--- src/rtl/sample_packetizer.sv ---
// Purpose: frames FIFO samples into packets {sync,seq} header, PAYLOAD_LEN words, XOR checksum.
// Latency: one cycle from FIFO head to out_data; PAYLOAD_LEN+2 valid cycles per packet when unstalled.
// Backpressure: out_ready low holds the output register and stops FIFO pops; an empty FIFO mid-packet drains.
module sample_packetizer #(
  parameter int          PAYLOAD_LEN = 64,
  parameter logic [15:0] SYNC_WORD   = 16'hA5A5
) (
  input  logic        clk,
  input  logic        rst_n,
  input  logic        enable,
  input  logic [31:0] fifo_dout,
  input  logic        fifo_empty,
  output logic        fifo_rd_en,
  output logic [31:0] out_data,
  output logic        out_valid,
  output logic        out_last,
  input  logic        out_ready,
  output logic [15:0] pkt_count,
  output logic [15:0] underrun_cnt,
  output logic        busy
);

  typedef enum logic [1:0] {
    S_IDLE,
    S_PAYLOAD,
    S_CHECKSUM
  } state_t;

  localparam logic [15:0] LAST_IDX = 16'(PAYLOAD_LEN - 1);

  state_t      r_state;
  logic [31:0] r_data;
  logic        r_valid;
  logic        r_last;
  logic [31:0] r_acc;
  logic [15:0] r_word_cnt;
  logic [15:0] r_seq;
  logic [15:0] r_underrun;

  state_t      w_nxt_state;
  logic        w_load;
  logic        w_ld_word;
  logic [31:0] w_word;
  logic        w_word_last;
  logic        w_pop;
  logic        w_stall;
  logic        w_start;
  logic        w_cks;

  // The output register may take a new word when empty or when its word is being consumed.
  assign w_load = !r_valid || out_ready;

  // Next-state and per-cycle actions; the header never pops, so the first payload word stays at the FIFO head.
  always_comb begin
    w_nxt_state = r_state;
    w_ld_word   = 1'b0;
    w_word      = r_data;
    w_word_last = 1'b0;
    w_pop       = 1'b0;
    w_stall     = 1'b0;
    w_start     = 1'b0;
    w_cks       = 1'b0;
    case (r_state)
      S_IDLE: begin
        if (w_load && enable && !fifo_empty) begin
          w_start     = 1'b1;
          w_ld_word   = 1'b1;
          w_word      = {SYNC_WORD, r_seq};
          w_nxt_state = S_PAYLOAD;
        end
      end
      S_PAYLOAD: begin
        if (w_load) begin
          if (!fifo_empty) begin
            w_pop     = 1'b1;
            w_ld_word = 1'b1;
            w_word    = fifo_dout;
            if (r_word_cnt == LAST_IDX) begin
              w_nxt_state = S_CHECKSUM;
            end
          end else begin
            w_stall = 1'b1;
          end
        end
      end
      S_CHECKSUM: begin
        if (w_load) begin
          w_ld_word   = 1'b1;
          w_word      = r_acc;
          w_word_last = 1'b1;
          w_cks       = 1'b1;
          w_nxt_state = S_IDLE;
        end
      end
      default: w_nxt_state = S_IDLE;
    endcase
  end

  // State register.
  always_ff @(posedge clk or negedge rst_n) begin
    if (!rst_n) begin
      r_state <= S_IDLE;
    end else begin
      r_state <= w_nxt_state;
    end
  end

  // Output register: load a new word, or drain once the held word has been accepted.
  always_ff @(posedge clk or negedge rst_n) begin
    if (!rst_n) begin
      r_data  <= 32'h0;
      r_valid <= 1'b0;
      r_last  <= 1'b0;
    end else if (w_ld_word) begin
      r_data  <= w_word;
      r_valid <= 1'b1;
      r_last  <= w_word_last;
    end else if (out_ready) begin
      r_valid <= 1'b0;
      r_last  <= 1'b0;
    end
  end

  // Checksum accumulator and payload word counter, restarted with each header.
  always_ff @(posedge clk or negedge rst_n) begin
    if (!rst_n) begin
      r_acc      <= 32'h0;
      r_word_cnt <= 16'h0;
    end else if (w_start) begin
      r_acc      <= 32'h0;
      r_word_cnt <= 16'h0;
    end else if (w_pop) begin
      r_acc      <= r_acc ^ fifo_dout;
      r_word_cnt <= r_word_cnt + 16'd1;
    end
  end

  // Sequence number advances (and wraps) as each checksum word is loaded.
  always_ff @(posedge clk or negedge rst_n) begin
    if (!rst_n) begin
      r_seq <= 16'h0;
    end else if (w_cks) begin
      r_seq <= r_seq + 16'd1;
    end
  end

  // Saturating count of cycles lost to an empty FIFO inside a packet.
  always_ff @(posedge clk or negedge rst_n) begin
    if (!rst_n) begin
      r_underrun <= 16'h0;
    end else if (w_stall && (r_underrun != 16'hFFFF)) begin
      r_underrun <= r_underrun + 16'd1;
    end
  end

  assign fifo_rd_en   = w_pop;
  assign out_data     = r_data;
  assign out_valid    = r_valid;
  assign out_last     = r_last;
  assign pkt_count    = r_seq;
  assign underrun_cnt = r_underrun;
  assign busy         = (r_state != S_IDLE);

endmodule

--- config.mk ---
export PLATFORM = sky130hd
export DESIGN_NAME = sample_packetizer
export DESIGN_NICKNAME = d
export VERILOG_FILES = /design/src/rtl/sample_packetizer.sv
export SDC_FILE = /design/constraint.sdc
export NUM_CORES = 1
export LEC_CHECK = 0
export ABC_AREA = 1
export CORE_MARGIN = 3
export CORE_UTILIZATION = 54
export CTS_CLUSTER_SIZE = 20
export DETAILED_ROUTE_END_ITERATION = 7
export HOLD_SLACK_MARGIN = 0.1
export PLACE_DENSITY = 0.86
export SYNTH_ARGS = -nofsm -noshare
export SYNTH_HDL_FRONTEND = slang
export SYNTH_SLANG_ARGS = --single-unit
export TNS_END_PERCENT = 50
--- constraint.sdc ---
create_clock -name clk -period 2.25 [get_ports clk]
set_input_delay 0.45 -clock clk [delete_from_list [all_inputs] [get_ports clk]]
set_output_delay 0.45 -clock clk [all_outputs]
set_load 0.005 [all_outputs]
# Word level (Yosys, flattened, before mapping)
# Index checks and enable logic that the tools add are counted.
[word_totals]
inputBits = 37
wordCells = 63
regBits = 116
[classes]
reduce_logical = 13
muxes = 29
n_eq_ne = 9
bitwise_logic = 1
addsub = 3
[ops]
columns = ["op", "n"]
rows = [
  ["$mux 32", 6],
  ["$pmux 32 s3", 1],
  ["$add 16x1->16 const B", 3],
  ["$mux 16", 2],
  ["$xor 32x32->32", 1],
  ["$eq 16x6->1 const B", 1],
  ["$ne 16x16->1 const B", 1],
  ["$mux 1", 13],
  ["$mux 2", 5],
  ["$ne 2x2->1 const B", 5],
  ["$pmux 2 s3", 1],
  ["$reduce_and 6->1", 1],
  ["$reduce_bool 2->1", 3],
  ["$reduce_and 5->1", 1],
  ["$logic_and 1x1->1", 3],
  ["$pmux 1 s3", 1],
  ["$reduce_bool 3->1", 1],
  ["$eq 2x1->1 const B", 1],
  ["$eq 2x2->1 const B", 1],
  ["$logic_not 1->1", 2],
  ["$logic_not 2->1", 1],
  ["$logic_or 1x1->1", 1],
]

# Depth between registers and ports, before layout
[depth]
word_depth = 7
depth_mapped = 12
ltp_nobuf = 10

# Worst setup path after synthesis
# OpenSTA, ideal clock, no wires.
[synth_timing]
path_kind = "reg-to-output"
start = "register r_state[1]"
end = "output fifo_rd_en"
setup_slack_ps = 621
path_stages_with_launch = 7
arrival_ps = 1179
path_buffers = 2
path_cell_list = "dfrtp_1 inv_1 ha_1 buf_4 nand3_2 inv_2 buf_2"
[synth_between]
elab_chain_len = 2
[synth_lines]
columns = ["element", "line_no", "source"]
rows = [
  ["from (decl)", "31", "state_t r_state;"],
  ["from (signal assigned)", "104", "r_state <= w_nxt_state;"],
  ["$eq 2x1->1", "63", "case (r_state)"],
  ["$mux 1", "63", ""],
  ["to (decl)", "13", "output logic fifo_rd_en,"],
]
# Every way passes these cells.

# Worst setup path after layout
[layout_timing]
start = "register r_state[0]"
end = "register r_data[24], in the netlist out_data[24]"
[layout_between]
elab_chain_len = 3
[layout_lines]
columns = ["element", "line_no", "source"]
rows = [
  ["$eq 2x2->1, or another cell as far along", "63", ""],
  ["$pmux 1 s3, or another cell as far along", "63", ""],
  ["$reduce_and 6->1 (no line)", "n/a", ""],
  ["to (signal assigned)", "115", "r_data <= w_word;"],
  ["to (decl)", "32", "logic [31:0] r_data;"],
]
# Parallel ways exist; a longest one is shown, timed or not.
# A chain may end at the register's enable or synchronous reset.

==> results.ini <==
[layout]
syn_to_final_growth_pct = 31.0
nNetsFinal = 987
antenna_cells = 0
drive_gt1_share_pct = 10.4
stdcell_count = 1097
layout_commonest_cell = nand2_1
layout_common_cells = 269 x nand2_1, 115 x dfrtp_1, 101 x clkdlybuf4s50_1
final_cell_area_sq_mm = 0.00847

[sta]
drv_slew = 0
fmax_mhz = 462
rsz0062_at_grt = no
setup_violations = 0
hold_viol = 0
worstMarginPinSlew_ns = 0.635
period_minus_slack_ns = 2.16
finClkSkew_ns = 0.00726
fin_crit_sh_pct = 96.2
finalSetupTns_ns = 0
whs_ns = 0.117
max-slew-margin-rel_pct = 57.7

[pwr]
p_leak_nw = 4.00
power_mw = 11.4
peakVddDrop_mv = 0.776
p_per_area_mw_per_mm2 = 1340

[critical_path]
ff2ff_setup_slack_ns = 0.09
worstPathRequired_ns = 2.54
worstPathArrival_ns = 2.45
startpoint_type = register
reg2reg_depth = 12
cp_max_fo = 23
reg2reg_to = out_data[24]
path_class = reg -> reg
end_kind = register
reg2reg_from = r_state[0]

[die]
die_y_um = 115
rows = 39
dieWidth_um = 115
core-area_sq_mm = 0.0116
io_pins = 105
initial_utilization_pct = 55.9
dieArea_sq_mm = 0.0133

[synthesis]
ys_types = 35
yosys_warnings = 0
synth_area_sq_mm = 0.00646
synthesis.nets = 870
ys_seq_area_share_pct = 44.9
synthCells = 825
ys_ff_latch = 116
syn_avg_cell_area_sq_um = 7.83

[global_routing]
grt_first_pass_wirelength_mm = 30.1
antenna_found_initial = 1
grt_pass1_vias = 6289
track_usage_pct = 28.5
grt_max_degree = 117
globalRouteOverflowTotal = 0

[detailed_routing]
drt_iter0_drc = 630
wire_per_inst_um = 17.1
dr_wl_met2_mm = 8.85
top_layer_used = met5
dr.pass1.iters = 6
ant_nets = 0
routedLengthMet1_mm = 7.48
drc = 0
drt_wl_total_mm = 18.7
route.met3.wl_mm = 1.70
post_drt_via_cell_ratio = 5.81
num_vias = 6378

[hold_path]
hp-class = in -> async

[clocking]
htreeDepth = 4
clkTransAtPathRegs_ns = 0.06
ctsHoldBuffers = 0
cts-root-buf = clkbuf_16
clk_latency_ns = 0.41
clock_path_buffers = 2
cts.sinks = 116
cts_inserted_buffers = 17
tritoncts = done

[place]
dp.final_hpwl_mm = 11.5
dpl.cell_count = 1063
dpl_cell_area_sq_mm = 0.00776
gp_congestion = 0.852
io_buffers = 104

[run]
cap_violations = 0

[outcome]
status = complete, no violations

## routing by layer
| metal | vias to the layer above | track usage, % |
|---|---|---|
| met2 | 405 | 46.1 |
| met3 | 80 | 6.95 |
| li1 | 2933 | - |
| met5 | - | 0 |
| met1 | 2958 | 36.7 |
| met4 | 2 | 12.4 |
## power breakdown
part	switching (mW)	internal [mW]	leakage, nW
Sequential	0.655	2.78	1.53
Combinational	2.75	2.10	2.14
Clock	0.945	2.12	0.323
## sequential cells by signal (all words and copies together) (netlist names)
| name | cells |
|---|---|
| out_data | 32 |
| out_last | 1 |
| underrun_cnt | 16 |
| out_valid | 1 |
| r_state | 2 |
| pkt_count | 16 |
| r_word_cnt | 16 |
| r_acc | 32 |
## cells by family after synthesis
logic type               Yosys count  synth area share (%)
adder cells (fa/ha/maj)            8                  1.55
flip-flops                       116                  44.9
AND/OR/NAND/NOR                  444                  30.4
AO/OA/AOI/OAI                    112                  10.1
XOR/XNOR                          48                  6.50
buffers and inverters             97                  6.62
## critical path: stages, from the launching register on
cell	delay (ns)
dfrtp_2	0.44
buf_4	0.17
ha_4	0.18
buf_4	0.20
nand2_1	0.15
nand2_1	0.09
o21ai_1	0.11
nand2_1	0.10
inv_2	0.11
nand3_2	0.08
buf_4	0.23
nand2_1	0.10
nand2_1	0.07
## final cells by class
class | count | area, sq um
Inverter | 58 | 218
Fill cell | 810 | 3100
Sequential cell | 116 | 2900
Clock inverter | 10 | 203
Timing Repair Buffer | 137 | 1350
Clock buffer | 21 | 460
Tap cell | 143 | 179
Multi-Input combinational cell | 612 | 3150
## per-stage QoR
stage	setup WS [ns]	util (%)
6_report	0.0856	73.2
5_1_grt	0.0221	73.2
4_1_cts	-0.0333	72.9
3_5_place_dp	-0.122	67.1
3_3_place_gp	-0.00518	67.1
2_1_floorplan	0.621	-
## how the worst max path moves through the flow
stage / start / end / depth (start not counted)
3_3_place_gp: fifo_empty / out_data[10] / 9
5_1_grt: r_state[1] / out_data[17] / 12
3_5_place_dp: fifo_empty / out_data[24] / 9
6_report: r_state[0] / out_data[24] / 12
4_1_cts: r_state[1] / fifo_rd_en / 5
2_1_floorplan: r_state[1] / fifo_rd_en / 6
## synth_stat cells, drive strengths merged
library cell | n | area, sq um
buf | 30 | 176
nand3b | 3 | 22.5
clkbuf | 9 | 33.8
nand2 | 279 | 1090
inv | 56 | 210
clkinv | 2 | 7.51
o21bai | 2 | 15.0
nand4 | 45 | 288
xor2 | 14 | 123
a21oi | 60 | 312
a31oi | 1 | 6.26
nor2 | 72 | 309
nand3 | 40 | 228
ha | 8 | 100
xnor2 | 34 | 298
dfrtp | 116 | 2900
nor3b | 1 | 7.51
o21ai | 23 | 123
o31ai | 26 | 195
nor3 | 4 | 20.0
## repair_timing
item                                    in CTS  in global routing
setup buffers                                0                  3
endpoints found under the setup margin       2                  2
gates resized for setup                      3                  4
pin swaps                                    0                  0
Power figures use the tool's default switching activity.
